<file path="src/rtl/decoder.sv">
// Binary-to-one-hot decoder with a clocked capture stage.
// Define DECODER_CAPTURE_CNT_EN to add the saturating capture counter cnt_q.
module decoder #(
  parameter int N     = 3,
  parameter int CNT_W = 8
) (
  input  logic              clk,
  input  logic              rst,
  input  logic              en,
  input  logic [N-1:0]      a,
  output logic [2**N-1:0]   y,
  output logic [2**N-1:0]   y_q,
  output logic [N-1:0]      a_q,
  output logic              valid_q,
`ifdef DECODER_CAPTURE_CNT_EN
  output logic              chg_q,
  output logic [CNT_W-1:0]  cnt_q
`else
  output logic              chg_q
`endif
);

  localparam int W = 2**N;

  function automatic logic [W-1:0] onehot(
    input logic [N-1:0] c
  );
    logic [W-1:0] r;
    r    = '0;
    r[c] = 1'b1;
    return r;
  endfunction

  always_comb begin
    y = onehot(a);
  end

  always_ff @(posedge clk or posedge rst) begin
    if (rst) begin
      y_q     <= '0;
      a_q     <= '0;
      valid_q <= 1'b0;
      chg_q   <= 1'b0;
    end else begin
      chg_q <= 1'b0;
      if (en) begin
        a_q     <= a;
        y_q     <= onehot(a);
        valid_q <= 1'b1;
        // only compare against a code that was really captured
        chg_q   <= valid_q && (a != a_q);
      end
    end
  end

`ifdef DECODER_CAPTURE_CNT_EN
  always_ff @(posedge clk or posedge rst) begin
    if (rst) begin
      cnt_q <= '0;
    end else if (en && (cnt_q != '1)) begin
      cnt_q <= cnt_q + CNT_W'(1);
    end
  end
`endif

endmodule

</file>
<file path="config.mk">
export PLATFORM = sky130hd
export DESIGN_NAME = decoder
export DESIGN_NICKNAME = d
export VERILOG_FILES = /design/src/rtl/decoder.sv
export SDC_FILE = /design/constraint.sdc
export NUM_CORES = 1
export LEC_CHECK = 0
export CAP_MARGIN = 20
export CELL_PAD_IN_SITES_DETAIL_PLACEMENT = 0
export CELL_PAD_IN_SITES_GLOBAL_PLACEMENT = 2
export CORE_ASPECT_RATIO = 0.7
export CORE_MARGIN = 5
export CORE_UTILIZATION = 25
export DETAILED_ROUTE_END_ITERATION = 8
export HOLD_SLACK_MARGIN = 0.08
export PLACE_DENSITY = 0.86
export SYNTH_ARGS = -nofsm -noshare
export SYNTH_HDL_FRONTEND = slang
export SYNTH_SLANG_ARGS = --single-unit
</file>
<file path="constraint.sdc">
create_clock -name clk -period 1.03 [get_ports clk]
set_clock_uncertainty 0.05 [all_clocks]
set_input_delay 0.1545 -clock clk [delete_from_list [all_inputs] [get_ports clk]]
set_output_delay 0.1545 -clock clk [all_outputs]
set_load 0.05 [all_outputs]
</file>
== Word level (Yosys, flattened, before mapping) ==
Index checks and enable logic that the tools add are counted.
Word-level totals
  logic and storage cells: 12
  flip-flop bits (word level): 13
  output and inout port bits: 21
  input port bits: 6
Operators by class
  order comparisons: 2
  multiplexer cells: 3
  equal/unequal tests: 1
  reductions and logical operators: 2
Operator list (number)
  $lt 3x4->1 const B: 1
  $demux 1 s3: 1
  $ge 3x1->1 const B: 1
  $ne 3x3->1: 1
  $logic_and 1x1->1: 2
  $mux 1: 2

== Logic depth before layout (Yosys ltp) ==
Gate-level depths: netlist of the first run.
  depth after elaboration: 4
  depth in mapped cells: 3
  mapped depth without buffers: 2

== Least setup slack after synthesis of the first run ==
No wires, ideal clock.
  kind: in2reg
  from: input a[1]
  to: register y_q[0]
  path slack: -818 ps
  setup time: 72 ps
  stages: 3
  data arrival time: 1726 ps
  buffers on the path: 1
  data required time: 908 ps
  cells stage by stage: buf_6 nor3_1 mux2_2
Between the ends
  cells in the longest elaborated chain, start to end: 4
  elaborated cells between the ends (all ways): 5
  those cells by class: order compare (2); mux (2); reduce/logical (1)
RTL lines
  start, declared: line 10  | input logic [N-1:0] a,
  $lt 3x4->1 or $ge 3x1->1 (tied branches)
  $logic_and 1x1->1
  $mux 1
  $demux 1 s3 *
  via y[0]: line 11  | output logic [2**N-1:0] y,
  end signal, assigned: line 48  | y_q <= onehot(a);
  end, declared: line 12  | output logic [2**N-1:0] y_q,
Mark *: on every way through the listed nets, which the timed path passes. The rest lies on a longest branch.
A chain may end at the register's enable or synchronous reset.

== Final worst setup path of the first run ==
  from: register a_q[2]
  to: output a_q[2]
RTL lines
  start, declared: line 13  | output logic [N-1:0] a_q,
  start signal, assigned: line 41  | a_q <= '0;
  start signal, assigned: line 47  | a_q <= a;
No word-level cell between the ends.

==> results of run 1 <==
==> layer usage <==
metal	share of wire [%]	global-route usage, %	vias to the layer above
li1	-	-	249
met1	41	11.0	258
met2	52	16.9	19
met3	7.8	5.21	0
met4	0	1.91	0
met5	0	0	-
==> registers in the layout, indices dropped and copies added, names as in the netlist <==
| name | count |
|---|---|
| y_q | 8 |
| a_q | 3 |
| chg_q | 1 |
| valid_q | 1 |
==> what timing repair did <==
item,4_1_cts,5_1_grt
endpoints found under the setup margin,33,17
buffers inserted,8,3
gates cloned,1,1
gates resized for setup,23,7
pin swaps,3,3
==> logic make-up (layout without fill, tap and decap cells) <==
group,Yosys count,in the layout,synth area share [%]
flops,13,13,51.8
compound gates,1,1,0.997
buf+inv,5,55,7.17
mux,11,11,21.5
xor+xnor,3,3,4.18
simple gates,10,10,14.3
==> how the worst max path moves through the flow <==
stage | slack (ns) | startpoint | cells after the start | end
final | -0.04 | a_q[2] | 1 | a_q[2]
after global routing | -0.08 | a_q[2] | 1 | a_q[2]
after CTS | -0.05 | y_q[2] | 1 | y_q[2]
after detailed placement | -0.56 | a[0] | 4 | y[4]
after global placement | -0.51 | a[0] | 4 | y[4]
after floorplan | -0.12 | a[2] | 3 | y_q[1]
==> cell type report <==
type	count	area (um^2)	share of cell area, %
Clock buffer	4	26.3	1.80
Inverter	1	3.75	0.257
Multi-Input combinational cell	25	303	20.8
Sequential cell	13	332	22.7
Tap cell	34	42.5	2.92
Timing Repair Buffer	50	752	51.5
==> Yosys cell counts <==
| library cell | count |
|---|---|
| dfrtp_1 | 13 |
| mux2_2 | 8 |
| and3b_1 | 3 |
| buf_6 | 3 |
| mux2_4 | 3 |
| nor3b_2 | 3 |
| xnor2_1 | 3 |
| a31oi_1 | 1 |
| and3_4 | 1 |
| buf_4 | 1 |
| inv_1 | 1 |
| nand2_1 | 1 |
| nor3_1 | 1 |
| or2_2 | 1 |
==> power breakdown <==
part / switching [mW] / internal, mW / leakage, nW
combinational: 0.291 / 0.363 / 0.500
clock: 0.170 / 0.150 / 0.0150
sequential: 0.0384 / 0.547 / 0.159
total: 0.499 / 1.06 / 0.673
==> metrics by stage <==
step / hold slack, ns / power, mW / utilization [%] / std cells
floorplan: -0.0189 / 0.887 / - / 43
global placement: 0.422 / 1.17 / 51.6 / 110
detailed placement: 0.432 / 1.18 / 51.6 / 110
CTS: 0.135 / 1.55 / 56.7 / 123
global route: 0.158 / 1.63 / 59.8 / 127
finish: 0.134 / 1.56 / 59.8 / 127
==> out/metrics.yaml, run 1 <==
critical_path:
  cp_slowest_cell: "dfrtp_2"
  reg2reg_to: "valid_q"
  crit_chain: "buf_12"
  rrSetupSlack_ns: 0.03
  crit_path_start_kind: "register"
  critical_path_class: "reg2out"
  r2r-start: "valid_q"
  critPathMaxStageDelay_ns: 0.44
  critPathRequiredTime_ns: 0.83
  crit_family: "flip-flops"
  critPathBufInv: 1
  cp-end-kind: "output port"
  rr_worst_depth: 2
  cp_max_fo: 2
  critPathArrivalTime_ns: 0.87
floorplan:
  dieArea_mm2: 0.00363
  start_util_pct: 25.7
  boundaryPins: 27
  die_w_um: 69.9
  row_count: 15
  core-area_mm2: 0.00244
  die_height_um: 51.9
timing:
  drv_slew: 0
  tns_ns: -0.396
  layout_min_cycle_time_ns: 1.07
  fmax_mhz: 931
  hold_violations: 0
  tightest_slew_ns: 0.219
  setup_violations: 13
  rsz0062_at_grt: "yes"
  worst_slack_ns: -0.0446
  max_slew_margin_pct: 85.4
  finalCritPeriodShare_pct: 104
clocking:
  cts_sinks: 13
  htreeDepth: 1
  cts_tree: "built"
  cts_buffers: 3
  clockBufferDepth: 2
  cts_hold_buffers: 0
  cts_root_buffer: "clkbuf_4"
  clkSlewWorstSetupHoldPaths_ns: 0.08
  clk_latency_ns: 0.28
power_and_ir_drop:
  worst_ir_drop_vdd_uv: 732
  powerDensity_mw_per_mm2: 1070
  power.static_leakage_nw: 0.673
place:
  portBuffers: 26
  dp_hpwl_um: 1220
  placed_area_mm2: 0.00126
  dpl_worst_slack_ns: -0.562
  gp_congestion: 0.670
layout:
  nets: 100
  nFillCells: 197
  layout_commonest_cell: "buf_12"
  n_antenna_cell: 0
  final_cell_area_mm2: 0.00146
  drive_gt1_share_pct: 81.7
  synthToLayoutAreaGrowth_pct: 132
  most-common-layout-cells: "buf_12, buf_4, dfrtp_1, mux2_4"
flow_run:
  maxCapViolations: 0
global_routing:
  grt_use_total_pct: 9.85
  grt_overflow: 0
  grt_pass1_wl_um: 2760
  grt_max_degree: 14
  grt_pass1_vias: 551
  antenna_found_initial: 0
route:
  dr.pass1.iters: 3
  via_per_inst: 4.14
  first_iter_violations: 15
  vias: 526
  ant_nets: 0
  routed_wl_um: 1760
  drcViolationCount: 0
  wl_per_cell_um: 13.9
synthesis:
  synth_top_area_cell: "dfrtp_1"
  synth_cell_type_count: 14
  synth-seq-area-share_pct: 51.8
  syn-num-nets: 49
  synth_cells: 43
  synthTopCellsByArea: "dfrtp_1, mux2_2, mux2_4"
  synth_area_um2: 628
  synth.ff_latch_count: 13
  yosysWarnings: 0
  avgSynthCellArea_um2: 14.6
  synth.top_cell.area_share_pct: 51.8
worst_hold_path:
  hp-class: "in2async"
run_status:
  status: "complete, but fails checks"
  violations: "setup timing"
Note: power is estimated with default switching activity, not from simulation.
==> run 2, diff against run 1 <==
Settings changed: CAP_MARGIN 20 to 30.
==> results of run 2 <==
No change in the layout: final DEF, timing and power equal those of run 1.
